===== config.mk =====
export PLATFORM = sky130hd
export DESIGN_NAME = alu_seq_flat
export DESIGN_NICKNAME = d
export VERILOG_FILES = /design/src/rtl/alu_seq_if.sv /design/src/rtl/alu_seq.sv /design/src/flat_wrapper.sv
export SDC_FILE = /design/constraint.sdc
export NUM_CORES = 1
export LEC_CHECK = 0
export CORE_ASPECT_RATIO = 0.75
export CORE_MARGIN = 4
export CORE_UTILIZATION = 40
export CTS_CLUSTER_DIAMETER = 50
export DETAILED_ROUTE_END_ITERATION = 6
export HOLD_SLACK_MARGIN = 0.05
export SLEW_MARGIN = 20
export SYNTH_ARGS = -nofsm -noshare
export SYNTH_HDL_FRONTEND = slang
export SYNTH_SLANG_ARGS = --single-unit

===== constraint.sdc =====
create_clock -name Clk -period 7 [get_ports Clk]
set_input_delay 1.05 -clock Clk [delete_from_list [all_inputs] [get_ports Clk]]
set_output_delay 1.05 -clock Clk [all_outputs]
set_load 0.005 [all_outputs]

===== src/rtl/alu_seq_if.sv =====
// -----------------------------------------------------------------------------
// alu_seq_if
// Bundles the operation handshake, operand/result bus and branch-decision
// signals of alu_seq.
//   master : requester side (register-file read / decode stage)
//   slave  : alu_seq itself
// Signals:
//   In_valid/In_ready   operation handshake (accept = In_valid & In_ready)
//   Alu_op, Signed_cmp  operation select and compare signedness
//   DatA, DatB          operands
//   Out_valid           one-cycle result strobe
//   Rslt, Rslt_hi       result (MUL low half) and MUL high half
//   Br_en, Br_cond      branch request and condition select
//   Branch              branch taken
//   Flags               {carry, overflow, gt, eq, lt}
// -----------------------------------------------------------------------------
interface alu_seq_if #(
   parameter int WIDTH = 8
);
   logic             In_valid;
   logic             In_ready;
   logic [3:0]       Alu_op;
   logic             Signed_cmp;
   logic [WIDTH-1:0] DatA;
   logic [WIDTH-1:0] DatB;
   logic             Out_valid;
   logic [WIDTH-1:0] Rslt;
   logic [WIDTH-1:0] Rslt_hi;
   logic             Br_en;
   logic [2:0]       Br_cond;
   logic             Branch;
   logic [4:0]       Flags;

   modport master (
      output In_valid, Alu_op, Signed_cmp, DatA, DatB, Br_en, Br_cond,
      input  In_ready, Out_valid, Rslt, Rslt_hi, Branch, Flags
   );

   modport slave (
      input  In_valid, Alu_op, Signed_cmp, DatA, DatB, Br_en, Br_cond,
      output In_ready, Out_valid, Rslt, Rslt_hi, Branch, Flags
   );
endinterface


===== src/rtl/alu_seq.sv =====
// -----------------------------------------------------------------------------
// alu_seq
// Handshaked WIDTH-bit ALU sitting between register-file read and
// writeback/PC logic. Single-cycle ops (ADD, SUB, AND, XOR, SHL, SHR, CMP,
// ABS, MOV) produce a registered result one edge after acceptance. MUL is an
// unsigned iterative shift-add multiplier: the accepting edge performs the
// first add-shift step and WIDTH-1 further steps follow, so the full
// 2*WIDTH-bit product appears WIDTH edges after the accepting cycle.
// Condition flags are registered; Branch is combinational from them.
// Ports:
//   Clk      clock, all state on the rising edge
//   Reset_n  synchronous active-low reset
//   bus      alu_seq_if slave modport (handshake, operands, results, branch)
// -----------------------------------------------------------------------------
module alu_seq #(
   parameter int WIDTH = 8,
   parameter int SHW   = $clog2(WIDTH) + 1
) (
   input logic      Clk,
   input logic      Reset_n,
   alu_seq_if.slave bus
);

   localparam int CW = $clog2(WIDTH) + 1;

   localparam logic [3:0] OP_ADD = 4'd0;
   localparam logic [3:0] OP_SUB = 4'd1;
   localparam logic [3:0] OP_AND = 4'd2;
   localparam logic [3:0] OP_XOR = 4'd3;
   localparam logic [3:0] OP_SHL = 4'd4;
   localparam logic [3:0] OP_SHR = 4'd5;
   localparam logic [3:0] OP_CMP = 4'd6;
   localparam logic [3:0] OP_MUL = 4'd7;
   localparam logic [3:0] OP_ABS = 4'd8;
   localparam logic [3:0] OP_MOV = 4'd9;

   // Flag bit positions within Flags = {carry, overflow, gt, eq, lt}
   localparam int FL_LT = 0;
   localparam int FL_EQ = 1;
   localparam int FL_GT = 2;
   localparam int FL_OV = 3;
   localparam int FL_CY = 4;

   localparam logic [WIDTH-1:0] MIN_NEG  = {1'b1, {(WIDTH-1){1'b0}}};
   localparam logic [SHW-1:0]   SH_LIMIT = SHW'(WIDTH);
   localparam logic [CW-1:0]    MUL_LAST = CW'(WIDTH - 1);

   typedef enum logic {
      ST_IDLE,
      ST_MUL
   } state_e;

   // ---------------------------------------------------------------------------
   // Control and result registers
   // ---------------------------------------------------------------------------
   state_e           r_state;
   logic [CW-1:0]    r_cnt;
   logic             r_out_valid;
   logic [WIDTH-1:0] r_rslt;
   logic [WIDTH-1:0] r_rslt_hi;
   logic [4:0]       r_flags;

   // Multiplier working registers (pure datapath, no reset needed)
   logic [WIDTH-1:0] r_mcand;
   logic [WIDTH-1:0] r_acc_hi;
   logic [WIDTH-1:0] r_acc_lo;

   // ---------------------------------------------------------------------------
   // Combinational signals
   // ---------------------------------------------------------------------------
   logic                    w_accept;
   logic                    w_is_mul;
   logic [WIDTH:0]          w_sum;
   logic [WIDTH:0]          w_diff;
   logic [WIDTH-1:0]        w_neg_a;
   logic signed [WIDTH-1:0] w_sa;
   logic signed [WIDTH-1:0] w_sb;
   logic [SHW-1:0]          w_shamt;
   logic [WIDTH-1:0]        w_rslt;
   logic [4:0]              w_flags;
   logic [2*WIDTH-1:0]      w_step_first;
   logic [2*WIDTH-1:0]      w_step;
   logic                    w_cond;

   // Logical shifts; an amount of WIDTH or more clears the result.
   function automatic logic [WIDTH-1:0] shift_left(input logic [WIDTH-1:0] a,
                                                   input logic [SHW-1:0]   amt);
      if (amt >= SH_LIMIT) begin
         return '0;
      end
      return a << amt;
   endfunction

   function automatic logic [WIDTH-1:0] shift_right(input logic [WIDTH-1:0] a,
                                                    input logic [SHW-1:0]   amt);
      if (amt >= SH_LIMIT) begin
         return '0;
      end
      return a >> amt;
   endfunction

   // One add-shift step of the unsigned multiplier. {hi, lo} holds the partial
   // product in hi and the not-yet-consumed multiplier bits in lo; the carry
   // out of the add becomes the new MSB as everything shifts right by one.
   function automatic logic [2*WIDTH-1:0] mul_step(input logic [WIDTH-1:0] hi,
                                                   input logic [WIDTH-1:0] lo,
                                                   input logic [WIDTH-1:0] mcand);
      logic [WIDTH:0] sum;
      sum = {1'b0, hi} + (lo[0] ? {1'b0, mcand} : '0);
      return {sum, lo[WIDTH-1:1]};
   endfunction

   assign bus.In_ready = (r_state == ST_IDLE);
   assign w_accept     = Reset_n && bus.In_valid && (r_state == ST_IDLE);
   assign w_is_mul     = (bus.Alu_op == OP_MUL);

   assign w_sum   = {1'b0, bus.DatA} + {1'b0, bus.DatB};
   assign w_diff  = {1'b0, bus.DatA} - {1'b0, bus.DatB};
   assign w_neg_a = -bus.DatA;
   assign w_sa    = bus.DatA;
   assign w_sb    = bus.DatB;
   assign w_shamt = bus.DatB[SHW-1:0];

   // The accepting edge consumes multiplier bit 0 straight from the operands,
   // so only WIDTH-1 busy cycles follow.
   assign w_step_first = mul_step('0, bus.DatB, bus.DatA);
   assign w_step       = mul_step(r_acc_hi, r_acc_lo, r_mcand);

   // ---------------------------------------------------------------------------
   // Single-cycle result and flag computation
   // ---------------------------------------------------------------------------
   always_comb begin
      w_rslt  = '0;
      w_flags = r_flags;
      case (bus.Alu_op)
         OP_ADD: begin
            w_rslt         = w_sum[WIDTH-1:0];
            w_flags[FL_CY] = w_sum[WIDTH];
            w_flags[FL_OV] = (bus.DatA[WIDTH-1] == bus.DatB[WIDTH-1]) &&
                             (w_sum[WIDTH-1] != bus.DatA[WIDTH-1]);
         end
         OP_SUB: begin
            w_rslt         = w_diff[WIDTH-1:0];
            // The extra MSB of the widened difference is the borrow.
            w_flags[FL_CY] = w_diff[WIDTH];
            w_flags[FL_OV] = (bus.DatA[WIDTH-1] != bus.DatB[WIDTH-1]) &&
                             (w_diff[WIDTH-1] != bus.DatA[WIDTH-1]);
         end
         OP_AND: w_rslt = bus.DatA & bus.DatB;
         OP_XOR: w_rslt = bus.DatA ^ bus.DatB;
         OP_SHL: w_rslt = shift_left(bus.DatA, w_shamt);
         OP_SHR: w_rslt = shift_right(bus.DatA, w_shamt);
         OP_CMP: begin
            if (bus.Signed_cmp) begin
               w_flags[FL_LT] = (w_sa < w_sb);
               w_flags[FL_EQ] = (w_sa == w_sb);
               w_flags[FL_GT] = (w_sa > w_sb);
            end else begin
               w_flags[FL_LT] = (bus.DatA < bus.DatB);
               w_flags[FL_EQ] = (bus.DatA == bus.DatB);
               w_flags[FL_GT] = (bus.DatA > bus.DatB);
            end
         end
         OP_ABS: begin
            // The most negative value has no positive counterpart; it passes
            // through unchanged and is reported as overflow.
            w_rslt         = bus.DatA[WIDTH-1] ? w_neg_a : bus.DatA;
            w_flags[FL_OV] = (bus.DatA == MIN_NEG);
         end
         OP_MOV: w_rslt = bus.DatB;
         default: w_rslt = '0;
      endcase
   end

   // ---------------------------------------------------------------------------
   // Control FSM, result and flag registers
   // ---------------------------------------------------------------------------
   always_ff @(posedge Clk) begin
      if (!Reset_n) begin
         r_state     <= ST_IDLE;
         r_cnt       <= '0;
         r_out_valid <= 1'b0;
         r_rslt      <= '0;
         r_rslt_hi   <= '0;
         r_flags     <= '0;
      end else begin
         r_out_valid <= 1'b0;
         case (r_state)
            ST_IDLE: begin
               if (w_accept) begin
                  if (w_is_mul) begin
                     r_state <= ST_MUL;
                     r_cnt   <= CW'(1);
                  end else begin
                     r_out_valid <= 1'b1;
                     r_rslt      <= w_rslt;
                     r_rslt_hi   <= '0;
                     r_flags     <= w_flags;
                  end
               end
            end
            ST_MUL: begin
               r_cnt <= r_cnt + CW'(1);
               if (r_cnt == MUL_LAST) begin
                  r_state        <= ST_IDLE;
                  r_cnt          <= '0;
                  r_out_valid    <= 1'b1;
                  r_rslt         <= w_step[WIDTH-1:0];
                  r_rslt_hi      <= w_step[2*WIDTH-1:WIDTH];
                  r_flags[FL_OV] <= |w_step[2*WIDTH-1:WIDTH];
                  r_flags[FL_CY] <= 1'b0;
               end
            end
            default: r_state <= ST_IDLE;
         endcase
      end
   end

   // ---------------------------------------------------------------------------
   // Multiplier datapath
   // ---------------------------------------------------------------------------
   always_ff @(posedge Clk) begin
      if (w_accept && w_is_mul) begin
         r_mcand  <= bus.DatA;
         r_acc_hi <= w_step_first[2*WIDTH-1:WIDTH];
         r_acc_lo <= w_step_first[WIDTH-1:0];
      end else if (r_state == ST_MUL) begin
         r_acc_hi <= w_step[2*WIDTH-1:WIDTH];
         r_acc_lo <= w_step[WIDTH-1:0];
      end
   end

   // ---------------------------------------------------------------------------
   // Branch decision from registered flags (no forwarding)
   // ---------------------------------------------------------------------------
   always_comb begin
      w_cond = 1'b0;
      case (bus.Br_cond)
         3'd0: w_cond = 1'b1;
         3'd1: w_cond = r_flags[FL_LT] | r_flags[FL_EQ];
         3'd2: w_cond = r_flags[FL_LT];
         3'd3: w_cond = r_flags[FL_EQ];
         3'd4: w_cond = ~r_flags[FL_EQ];
         3'd5: w_cond = r_flags[FL_GT] | r_flags[FL_EQ];
         3'd6: w_cond = r_flags[FL_GT];
         3'd7: w_cond = r_flags[FL_OV];
         default: w_cond = 1'b0;
      endcase
   end

   assign bus.Branch    = bus.Br_en & w_cond;
   assign bus.Out_valid = r_out_valid;
   assign bus.Rslt      = r_rslt;
   assign bus.Rslt_hi   = r_rslt_hi;
   assign bus.Flags     = r_flags;

endmodule


===== src/flat_wrapper.sv =====
// flat-port wrapper written by rule: the top's interface ports become plain ports
module alu_seq_flat 
#(
   parameter int WIDTH = 8,
   parameter int SHW   = $clog2(WIDTH) + 1
)
  (Clk, Reset_n, bus_In_valid, bus_Alu_op, bus_Signed_cmp, bus_DatA, bus_DatB, bus_Br_en, bus_Br_cond, bus_In_ready, bus_Out_valid, bus_Rslt, bus_Rslt_hi, bus_Branch, bus_Flags);
  alu_seq_if #(.WIDTH(WIDTH)) bus_i ();
  input logic Clk;
  input logic Reset_n;
  input wire logic [$bits(bus_i.In_valid)-1:0] bus_In_valid;
  input wire logic [$bits(bus_i.Alu_op)-1:0] bus_Alu_op;
  input wire logic [$bits(bus_i.Signed_cmp)-1:0] bus_Signed_cmp;
  input wire logic [$bits(bus_i.DatA)-1:0] bus_DatA;
  input wire logic [$bits(bus_i.DatB)-1:0] bus_DatB;
  input wire logic [$bits(bus_i.Br_en)-1:0] bus_Br_en;
  input wire logic [$bits(bus_i.Br_cond)-1:0] bus_Br_cond;
  output wire logic [$bits(bus_i.In_ready)-1:0] bus_In_ready;
  output wire logic [$bits(bus_i.Out_valid)-1:0] bus_Out_valid;
  output wire logic [$bits(bus_i.Rslt)-1:0] bus_Rslt;
  output wire logic [$bits(bus_i.Rslt_hi)-1:0] bus_Rslt_hi;
  output wire logic [$bits(bus_i.Branch)-1:0] bus_Branch;
  output wire logic [$bits(bus_i.Flags)-1:0] bus_Flags;
  assign bus_i.In_valid = bus_In_valid;
  assign bus_i.Alu_op = bus_Alu_op;
  assign bus_i.Signed_cmp = bus_Signed_cmp;
  assign bus_i.DatA = bus_DatA;
  assign bus_i.DatB = bus_DatB;
  assign bus_i.Br_en = bus_Br_en;
  assign bus_i.Br_cond = bus_Br_cond;
  assign bus_In_ready = bus_i.In_ready;
  assign bus_Out_valid = bus_i.Out_valid;
  assign bus_Rslt = bus_i.Rslt;
  assign bus_Rslt_hi = bus_i.Rslt_hi;
  assign bus_Branch = bus_i.Branch;
  assign bus_Flags = bus_i.Flags;
  alu_seq #(.WIDTH(WIDTH), .SHW(SHW)) u_core (.Clk(Clk), .Reset_n(Reset_n), .bus(bus_i));
endmodule

# [Word-level counts from Yosys, hierarchy flattened]
# Cells that the tools add are included.
[classes] n_addsub=5 order_cmp=5 eq_ne=30 n_shift=2 n_mux=43 bitwise_logic=8 n_reduce_logical=14
[ops] operator="8-bit two-way mux" count=16
[ops] operator="8-bit one-hot mux with 8 select lines" count=1
[ops] operator="8-bit one-hot mux with 2 select lines" count=2
[ops] operator="4-bit by 3-bit equality test with 1-bit output (second input constant)" count=5
[ops] operator="8-bit equality test" count=2
[ops] operator="8-bit > comparator" count=2
[ops] operator="8-bit less-than comparator" count=2
[ops] operator="3-bit equality test (second input constant)" count=4
[ops] operator="4-bit two-way mux" count=3
[ops] operator="4-bit AND reduction" count=3
[ops] operator="5-bit two-way mux" count=2
[ops] operator="8-bit by 8-bit adder with 9-bit output" count=1
[ops] operator="8-bit by 9-bit adder with 9-bit output" count=1
[ops] operator="1-bit two-way mux" count=9
[ops] operator="8-bit by 8-bit subtractor with 9-bit output" count=1
[ops] operator="8-bit AND" count=1
[ops] operator="4-bit by 2-bit equality test with 1-bit output (second input constant)" count=2
[ops] operator="4-bit equality test (second input constant)" count=2
[ops] operator="8-bit equality test (second input constant)" count=1
[ops] operator="8-bit negation" count=1
[ops] operator="1-bit one-hot mux with 8 select lines" count=1
[ops] operator="4-bit one-hot mux with 2 select lines" count=1
[ops] operator="8-bit OR reduction" count=1
[ops] operator="8-bit by 4-bit << shifter with 8-bit output" count=1
[ops] operator="27 further kinds" count=42
[totals] regBits=51 in_bits=28 out_inout_bits=24 word_cells=118

# [Longest topological paths before layout]
# Gate-level depths: netlist of run 1.
[logic_depth] depth_word=8 ltp_mapped=10 depth_no_buf=10

# [Worst setup path before layout of run 1]
# OpenSTA, ideal clock, no wires.
[synth_path] path_type="input port to flip-flop" start="input bus_DatB[1]" end="register u_core.r_rslt[1] (netlist: u_core.bus.Rslt[1])" setup_time_ns=0.117 arrival_ns=3.093 path_slack_ns=3.790 stages=9 n_path_buf=2 path_cell_list="buf_2 -> buf_2 -> inv_1 -> fa_1 -> inv_1 -> mux4_2 -> a21oi_1 -> o211ai_1 -> a22o_1"
[synth_via] elab_chain_cells=8
[synth_rtl] item="start, declared" line_no="flat_wrapper.sv:15" rtl="input wire logic [$bits(bus_i.DatB)-1:0] bus_DatB;"
[synth_rtl] item="4-bit greater-or-equal comparator" line_no="alu_seq.sv:88, alu_seq.sv:96"
[synth_rtl] item="1-bit two-way mux" line_no="alu_seq.sv:88, alu_seq.sv:96"
[synth_rtl] item="1-bit two-way mux" line_no="alu_seq.sv:135" rtl="case (bus.Alu_op)"
[synth_rtl] item="8-bit two-way mux, on equally long branches" line_no="alu_seq.sv:99, alu_seq.sv:91"
[synth_rtl] item="8-bit one-hot mux with 8 select lines (*)" line_no="alu_seq.sv:135"
[synth_rtl] item="8-bit two-way mux (*)" line_no="alu_seq.sv:191" rtl="if (w_is_mul) begin"
[synth_rtl] item="8-bit two-way mux (*)" line_no="alu_seq.sv:190" rtl="if (w_accept) begin"
[synth_rtl] item="8-bit one-hot mux with 2 select lines (*)" line_no="alu_seq.sv:188" rtl="case (r_state)"
[synth_rtl] item="end signal, assigned" line_no="alu_seq.sv:196" rtl="r_rslt <= w_rslt;"
[synth_rtl] item="end signal, assigned" line_no="alu_seq.sv:208" rtl="r_rslt <= w_step[WIDTH-1:0];"
[synth_rtl] item="end, declared" line_no="alu_seq.sv:59" rtl="logic [WIDTH-1:0] r_rslt;"
# Every way passes the cells marked *; elsewhere a longest branch is shown, timed or not. The select of a mux whose other input is x is not followed.
# A chain may end at the register's enable or synchronous reset.

# [Worst setup path after layout of run 1]
[layout_path] start="input bus_DatB[1]" end="register u_core.r_rslt[4] (netlist: u_core.bus.Rslt[4])"
# The elaborated chain is that of the path after synthesis.

==> results of run 1 <==
## logic make-up (layout without fill, tap and decap cells)
logic type,Yosys count,in the layout,synth area share [%]
and+or+nand+nor,154,154,18.30
muxes,37,37,10.30
DFF,51,51,29.09
adders and majority gates,30,30,9.177
AOI/OAI and AO/OA,143,143,23.35
buffers and inverters,66,92,6.349
xor gates and xnor gates,17,17,3.434
## worst max-delay path: stages
cell             delay (ns)
clkdlybuf4s50_1        1.11
inv_1                  0.40
fa_1                   0.54
a21o_1                 0.17
a21oi_1                0.28
o21bai_1               0.13
xnor2_1                0.16
a211oi_1               0.37
o21ai_0                0.20
## layout by cell type, fill, tap and decap left out, types with 9 or more instances in the layout
cell type and instances:
a211oi_1 12, a21oi_1 22, a22o_1 11, a22oi_1 9, and2_1 11, clkdlybuf4s50_1 50, dfxtp_1 27, edfxtp_1 24
ha_1 27, inv_1 29, mux2_2 11, mux2i_1 21, nand2_1 44, nand3_1 9, nor2_1 29, nor2b_1 16
nor3_1 11, o211ai_1 9, o21ai_0 25, xnor2_1 11
## report_power, final
part	internal [mW]	switching, mW	total, mW	leakage [nW]
Clock	0.133	0.110	0.243	0.0708
Sequential	0.316	0.00315	0.319	0.435
Combinational	0.0796	0.112	0.191	1.39
Total	0.529	0.225	0.754	1.89
## sequential cells by signal (all words and copies together), names as in the netlist
signal / count
u_core.r_acc_lo: 8
u_core.bus.Rslt_hi: 8
u_core.bus.Rslt: 8
u_core.r_mcand: 8
u_core.r_state: 1
u_core.bus.Out_valid: 1
u_core.r_acc_hi: 8
u_core.bus.Flags: 5
u_core.r_cnt: 4
## stage by stage
| stage | instance area (sq um) | hold WS (ns) |
|---|---|---|
| after floorplan | 4335 | 0.4637 |
| after global placement | 4876 | 0.4716 |
| after detailed placement | 4876 | 0.4742 |
| after CTS | 5019 | 0.4853 |
| after global routing | 5014 | 0.4998 |
| final | 5014 | 0.4845 |
## path summary, 6_finish.rpt
| path | to | start |
|---|---|---|
| worst min-delay path | u_core.bus.Flags[0]$_SDFFE_PN0P_ | u_core.bus.Flags[0]$_SDFFE_PN0P_ |
| worst max-delay path | u_core.bus.Rslt[4]$_SDFFE_PN0P_ | bus_DatB[1] |
| worst min register to register | u_core.bus.Flags[0]$_SDFFE_PN0P_ | u_core.bus.Flags[0]$_SDFFE_PN0P_ |
| worst max register to register | u_core.bus.Flags[3]$_SDFFE_PN0P_ | u_core.r_cnt[0]$_SDFFE_PN0P_ |
## area by class of cell
| class | instances | area share, % |
|---|---|---|
| multi-input cells | 381 | 55.83 |
| flip-flops and latches | 51 | 25.16 |
| repair buffers | 54 | 10.53 |
| well taps | 136 | 3.394 |
| clock buffers | 6 | 2.571 |
| inverters | 30 | 2.246 |
| clock inverters | 2 | 0.2745 |
## layer usage
metal	GRT usage (%)	vias up	share of wire, %
li1	-	1884	-
met1	31.29	1905	48
met2	31.37	142	45
met3	2.843	19	5.8
met4	3.263	0	1.6
met5	0	-	0
==> impl_metrics.toml, run 1 <==
[run_status]
status = "complete, no violations"

[run]
cap_violations = 0

[sta]
period_minus_slack_ns = 4.313
clock_skew_ns = 0.003852
post-route-period-util_pct = 61.62
setup_viol = 0
max-slew-margin-rel_pct = 34.58
slew_viol_final = 0
rsz0062_at_grt = "false"
fmax_mhz = 231.8
fin_ws_ns = 2.687
finalHoldViolations = 0
tns_ns = 0
worst_pin_slew_ns = 0.9783

[finish]
layout-drive-gt1-share_pct = 6.298
final_util_pct = 47.98
multiInputGateArea_sq_mm = 0.002799
stdcell_count = 660
num-fill-cells = 1016
area_growth_pct = 15.64
nets = 581
register_area_sq_mm = 0.001261
n_antenna_cell = 0

[setup_path]
critPathCaptureType = "register"
crit_path_max_fanout = 21
critPathKind = "in2reg"
worstPathRequired_ns = 7.12
crit_path_start_kind = "primary input"
worst_r2r_path_depth = 8
worstPathArrival_ns = 4.44
ff2ff_setup_slack_ns = 4.09

[route]
drcViolationCount = 0
wl_per_cell_um = 19.98
routed_wl_mm = 13.19
via_count = 3950
ant_nets = 0
firstDrtPassIters = 7
routed_via_density = 5.985
drt_iter0_drc = 442

[grt]
grt_pass1_wl_mm = 20.65
antenna_found_initial = 0
overflow = 0
grt_use_total_pct = 20.57
grt_pass1_vias = 3758
grt_start_max_net_pins = 29

[place]
numPortBuffers = 51
gp_congestion = 0.9468
hpwl_mm = 9.861
pre_cts_ws_ns = 2.513
dp.cells = 652

[die]
core_area_sq_mm = 0.01045
ios = 52
dieArea_sq_mm = 0.01259
die_x_um = 128.2
rows = 32
start_util_pct = 41.49
fp.dieH_um = 98.16

[power]
irDropWorstVdd_mv = 0.09045
power_mw = 0.7537
powerDensity_mw_per_mm2 = 150.3
leakage_nw = 1.891

[clocking]
hold_buffers = 0
post_cts_resized = 0
tritoncts = "done"
cts_setup_buffers = 0
htreeDepth = 2
clockRootBuffer = "clkbuf_16"
cts_num_sinks = 51
cts_buffer_depth = 2
cts_buffers = 5
clock_latency_ns = 0.29
path_clk_slew_ns = 0.07

[synth]
synth_top_area_cell = "edfxtp_1"
yosysSeqAreaShare_pct = 29.09
syn_inst = 498
synth_edf_count = 24
synth_cell_type_count = 67
syn_area_per_cell_sq_um = 8.706
synth-warning-count = 0
synth_top_area_share_pct = 16.62
ys_seq_elements = 51
synth.cell_area_sq_mm = 0.004335
ys.flop_type = "dfxtp_1"
async_flop_share_pct = 0
synthTopCellsByArea = "edfxtp_1 (17%), dfxtp_1 (12%), ha_1 (7.8%), mux2i_1 (4.8%), nand2_1 (3.8%)"
synthesis.nets = 556
synth_common_cells = "nand2_1 (44), inv_1 (29), nor2_1 (29)"
yosysMostFrequentCell = "nand2_1"

[hold_path]
min_path_cells = 2
hp-class = "reg2reg"
Power figures use the tool's default switching activity.
==> run 2: changes to the inputs <==
==> constraint.sdc (replaced) <==
create_clock -name Clk -period 3.5 [get_ports Clk]
set_input_delay 0.525 -clock Clk [delete_from_list [all_inputs] [get_ports Clk]]
set_output_delay 0.525 -clock Clk [all_outputs]
set_load 0.005 [all_outputs]
==> run 2 against run 1 <==
Worst setup slack lost 1.9 ns; final cell count grew 3.9%; via count grew 2.6%; global-route usage grew 1.8 points; worst hold slack lost 0.0048 ns; combinational power grew 110%; clock skew grew 0.0031 ns; core utilization grew 1.9 points; critical endpoint unchanged; largest power group unchanged.
==> impl_metrics.toml, run 2 (synthesized netlist as in run 1, its figures left out) <==
[setup_path]
crit_buf_inv = 3
worstPathArrival_ns = 2.89
path_cells = "clkdlybuf4s50_1, inv_1, ha_1, inv_1, fa_1, a21o_1, a21oi_1, o21bai_1, xnor2_1, a211oi_1, o21ai_0"
crit_path_max_fanout = 3
ff2ff_setup_slack_ns = 0.84
critPathKind = "in2reg"
crit_cells = 11
cp_slowest_cell = "clkdlybuf4s50_1"
critPathCaptureType = "register"
rr_startpoint = "u_core.r_acc_lo[0]$_DFFE_PP_"
path_delay_family = "compound AO/OA/AOI/OAI gates"
endpoint = "u_core.bus.Rslt[4]$_SDFFE_PN0P_"
cp-startpoint = "bus_DatA[0]"
crit_path_start_kind = "primary input"
slowest_delay_ns = 0.44
worst_r2r_path_depth = 9
r2r-end = "u_core.r_acc_hi[5]$_DFFE_PP_"
worstPathRequired_ns = 3.66
crit_top_cell = "inv_1"

[route]
via_count = 4053
drcViolationCount = 0
routed_wl_mm = 13.74
drt_iter0_drc = 345
wl_per_cell_um = 20.03
routed_via_density = 5.908
ant_nets = 0
firstDrtPassIters = 5

[sta]
max-slew-margin-rel_pct = 60.35
setup_viol = 0
fmax_mhz = 365.6
fin_ws_ns = 0.7650
rsz0062_at_grt = "false"
period_minus_slack_ns = 2.735
clock_skew_ns = 0.006968
tns_ns = 0
worst_pin_slew_ns = 0.5934
post-route-period-util_pct = 78.14
slew_viol_final = 0
finalHoldViolations = 0

[clocking]
htreeDepth = 2
clock_latency_ns = 0.29
cts_num_sinks = 51
hold_buffers = 0
cts_buffer_depth = 2
clockRootBuffer = "clkbuf_16"
path_clk_slew_ns = 0.07
post_cts_resized = 0
tritoncts = "done"
cts_setup_buffers = 0
cts_buffers = 5

[place]
hpwl_mm = 10.79
gp_congestion = 0.9920
numPortBuffers = 51
pre_cts_ws_ns = 0.4834

[finish]
layout-drive-gt1-share_pct = 10.55
num-fill-cells = 1022
area_growth_pct = 20.26
layout_common_cells = "clkdlybuf4s50_1 (51), nand2_1 (44), inv_1 (29), nor2_1 (29), buf_4 (29)"
nets = 607
final_util_pct = 49.89
n_antenna_cell = 0
mostFrequentLayoutCell = "clkdlybuf4s50_1"

[grt]
antenna_found_initial = 0
grt_use_total_pct = 22.34
grt_pass1_wl_mm = 22.23
grt_pass1_vias = 3998
overflow = 0
grt_start_max_net_pins = 28

[die]
ios = 52
core_area_sq_mm = 0.01045
start_util_pct = 41.49
rows = 32
dieArea_sq_mm = 0.01259
fp.dieH_um = 98.16
die_x_um = 128.2

[power]
powerDensity_mw_per_mm2 = 291.6
leakage_nw = 2.018
irDropWorstVdd_mv = 0.1789

[hold_path]
hp-start = "u_core.bus.Flags[0]$_SDFFE_PN0P_"
hp-class = "reg2reg"

[run]
cap_violations = 0

[run_status]
status = "complete, no violations"
-- run 2: through the flow --
step	instances	power, mW	area, sq um	hold WS, ns
after floorplan	498	0.8967	4335	0.4637
after global placement	678	1.049	5071	0.4706
after detailed placement	678	1.049	5071	0.4769
after CTS	686	1.527	5214	0.4862
after global routing	686	1.599	5214	0.5104
final	686	1.520	5214	0.4797
-- run 2: worst min-delay path by stage --
stage,endpoint,slack [ns],cells after the start
2_1_floorplan,u_core.bus.Flags[0]$_SDFFE_PN0P_,0.46,2
3_3_place_gp,u_core.bus.Flags[0]$_SDFFE_PN0P_,0.47,2
3_5_place_dp,u_core.bus.Flags[0]$_SDFFE_PN0P_,0.48,2
4_1_cts,u_core.bus.Flags[0]$_SDFFE_PN0P_,0.49,2
5_1_grt,u_core.bus.Flags[2]$_SDFFE_PN0P_,0.51,2
6_report,u_core.bus.Flags[0]$_SDFFE_PN0P_,0.48,2
-- run 2: tightest hold or removal path, delay by kind of cell (launching register included) --
| family | cells | cell delay (ns) |
|---|---|---|
| flops | 1 | 0.33 |
| simple gates | 2 | 0.12 |
-- run 2: area by class of cell --
| type | count | area [sq um] | area share [%] |
|---|---|---|---|
| clock buffer | 6 | 128.9 | 2.472 |
| clock inverter | 2 | 13.76 | 0.2640 |
| inverter | 30 | 112.6 | 2.160 |
| multi-input combinational | 381 | 2799 | 53.68 |
| sequential | 51 | 1261 | 24.19 |
| tap | 136 | 170.2 | 3.264 |
| timing repair buffer | 80 | 728.2 | 13.97 |
-- run 2: power by group --
group | internal [mW] | switching, mW | leakage (nW)
sequential | 0.632 | 0.00660 | 0.435
clock | 0.265 | 0.211 | 0.0708
combinational | 0.177 | 0.228 | 1.51
-- run 2: layer usage --
layer  wire length [um]  track usage [%]  vias to the layer above
li1                   -                -                     1948
met1               6760            33.55                     1952
met2               5971            32.81                      137
met3                737            4.483                       16
met4                273            5.139                        0
met5                  0                0                        -
==> run 3: changes to the inputs <==
==> constraint.sdc (replaced) <==
create_clock -name Clk -period 2.5 [get_ports Clk]
set_input_delay 0.375 -clock Clk [delete_from_list [all_inputs] [get_ports Clk]]
set_output_delay 0.375 -clock Clk [all_outputs]
set_load 0.005 [all_outputs]
==> run 3 against run 2 <==
The flow now finishes with violations (DRC); largest cell class unchanged; sequential share of layout area fell by 3.0 points; highest routed layer unchanged; combinational power increased by 69%; die area unchanged.
==> impl_metrics.toml, run 3 (synthesized netlist as in run 1, its figures left out) <==
[run_status]
status = "finished, violations left"
violations = "DRC"

[place]
gp_congestion = 0.9272
numPortBuffers = 51
hpwl_mm = 11.64
dp.cells = 747
place_area_sq_mm = 0.005628

[setup_path]
slowest_delay_ns = 0.41
rr_startpoint = "u_core.r_acc_lo[0]$_DFFE_PP_"
crit_buf_inv = 1
r2r-end = "u_core.bus.Flags[3]$_SDFFE_PN0P_"
cp_slowest_cell = "edfxtp_1"
worstPathRequired_ns = 2.67
path_delay_family = "simple AND/OR/NAND/NOR gates"
crit_path_start_kind = "register"
critPathKind = "reg2reg"
endpoint = "u_core.bus.Flags[3]$_SDFFE_PN0P_"
worstPathArrival_ns = 2.65
critPathCaptureType = "register"
ff2ff_setup_slack_ns = 0.02
crit_path_max_fanout = 2
path_cells = "and2_4, ha_2, fa_2, buf_4, nand3_2, nand2_1, xnor2_1, o2111ai_1, nor3_2, o211ai_1"
crit_cells = 10
worst_r2r_path_depth = 10
cp-startpoint = "u_core.r_acc_lo[0]$_DFFE_PP_"

[power]
powerDensity_mw_per_mm2 = 396.6
irDropWorstVdd_mv = 0.2356
leakage_nw = 2.451
power_mw = 2.365

[route]
drcViolationCount = 4
firstDrtPassIters = 7
drt_iter0_drc = 394
via_count = 4378
wl_per_cell_um = 19.47
routed_wl_mm = 14.76
ant_nets = 0
routed_via_density = 5.776

[grt]
grt_pass1_wl_mm = 23.51
grt_start_max_net_pins = 28
grt_pass1_vias = 4363
antenna_found_initial = 0
overflow = 0
grt_use_total_pct = 23.41

[die]
core_area_sq_mm = 0.01045
ios = 52
dieArea_sq_mm = 0.01259
start_util_pct = 41.49
fp.dieH_um = 98.16
die_x_um = 128.2
rows = 32

[run]
cap_violations = 0

[clocking]
path_clk_slew_ns = 0.07
clock_latency_ns = 0.30
clockRootBuffer = "clkbuf_16"
cts_num_sinks = 51
tritoncts = "done"
hold_buffers = 0
cts_buffers = 5
htreeDepth = 2
cts_buffer_depth = 2

[sta]
post-route-period-util_pct = 99.18
setup_viol = 0
worst_pin_slew_ns = 0.5184
clock_skew_ns = 0.006814
fmax_mhz = 403.3
max-slew-margin-rel_pct = 65.07
slew_viol_final = 0
finalHoldViolations = 0
tns_ns = 0
period_minus_slack_ns = 2.479

[finish]
layout-drive-gt1-share_pct = 25.88
mostFrequentLayoutCell = "buf_4"
area_growth_pct = 37.58
nets = 679
final_util_pct = 57.08
n_antenna_cell = 0
final_area_sq_mm = 0.005964
layout_common_cells = "buf_4 (97), clkdlybuf4s50_1 (48), nand2_1 (44), inv_1 (29), nor2_1 (28)"
num-fill-cells = 971
stdcell_count = 758

[hold_path]
hp-class = "reg2reg"
[run 3: worst min-delay path by stage]
stage | startpoint | endpoint | slack [ns] | depth (start not counted)
finish | u_core.bus.Flags[0]$_SDFFE_PN0P_ | u_core.bus.Flags[0]$_SDFFE_PN0P_ | 0.49 | 2
global route | u_core.bus.Flags[0]$_SDFFE_PN0P_ | u_core.bus.Flags[0]$_SDFFE_PN0P_ | 0.52 | 2
CTS | u_core.bus.Flags[0]$_SDFFE_PN0P_ | u_core.bus.Flags[0]$_SDFFE_PN0P_ | 0.48 | 2
floorplan | u_core.bus.Flags[0]$_SDFFE_PN0P_ | u_core.bus.Flags[0]$_SDFFE_PN0P_ | 0.46 | 2
global placement | u_core.bus.Flags[0]$_SDFFE_PN0P_ | u_core.bus.Flags[0]$_SDFFE_PN0P_ | 0.47 | 2
detailed placement | u_core.bus.Flags[0]$_SDFFE_PN0P_ | u_core.bus.Flags[0]$_SDFFE_PN0P_ | 0.47 | 2
[run 3: cell type report]
| cell class | count | area, sq um | share of cell area (%) |
|---|---|---|---|
| multi-input combinational | 381 | 2929 | 49.11 |
| timing repair buffer | 152 | 1318 | 22.09 |
| sequential | 51 | 1261 | 21.15 |
| tap | 136 | 170.2 | 2.853 |
| clock buffer | 7 | 163.9 | 2.748 |
| inverter | 30 | 113.9 | 1.909 |
| clock inverter | 1 | 8.758 | 0.1468 |
[run 3: per-stage QoR]
stage	hold slack (ns)	setup slack, ns
finish	0.4859	0.02051
global route	0.5177	-0.08487
CTS	0.4829	0.01548
detailed placement	0.4736	-0.2951
global placement	0.4743	-0.2487
floorplan	0.4637	0.02419
[run 3: what timing repair did]
item / CTS / global route
endpoints found under the hold margin: 0 / 0
setup buffers: 0 / 3
pin swaps: 0 / 10
gates resized for setup: 3 / 32
setup endpoints to repair: 2 / 12
[run 3: metal layers]
layer / track usage (%) / vias up / wire [um]
li1: - / 2087 / -
met1: 34.31 / 2075 / 6846
met2: 35.09 / 185 / 6563
met3: 4.483 / 31 / 972
met4: 6.281 / 0 / 376
met5: 0 / - / 0
[run 3: power by group]
part / total (mW) / internal (mW) / leakage [nW] / switching [mW]
registers: 0.894 / 0.885 / 0.435 / 0.00950
clock network: 0.785 / 0.464 / 0.0857 / 0.321
logic: 0.686 / 0.331 / 1.93 / 0.355
[run 3: worst min-delay path: cells and delay by family (launching register included)]
family           cells  cell delay, ns
flip-flops           1            0.33
AND/OR/NAND/NOR      2            0.11
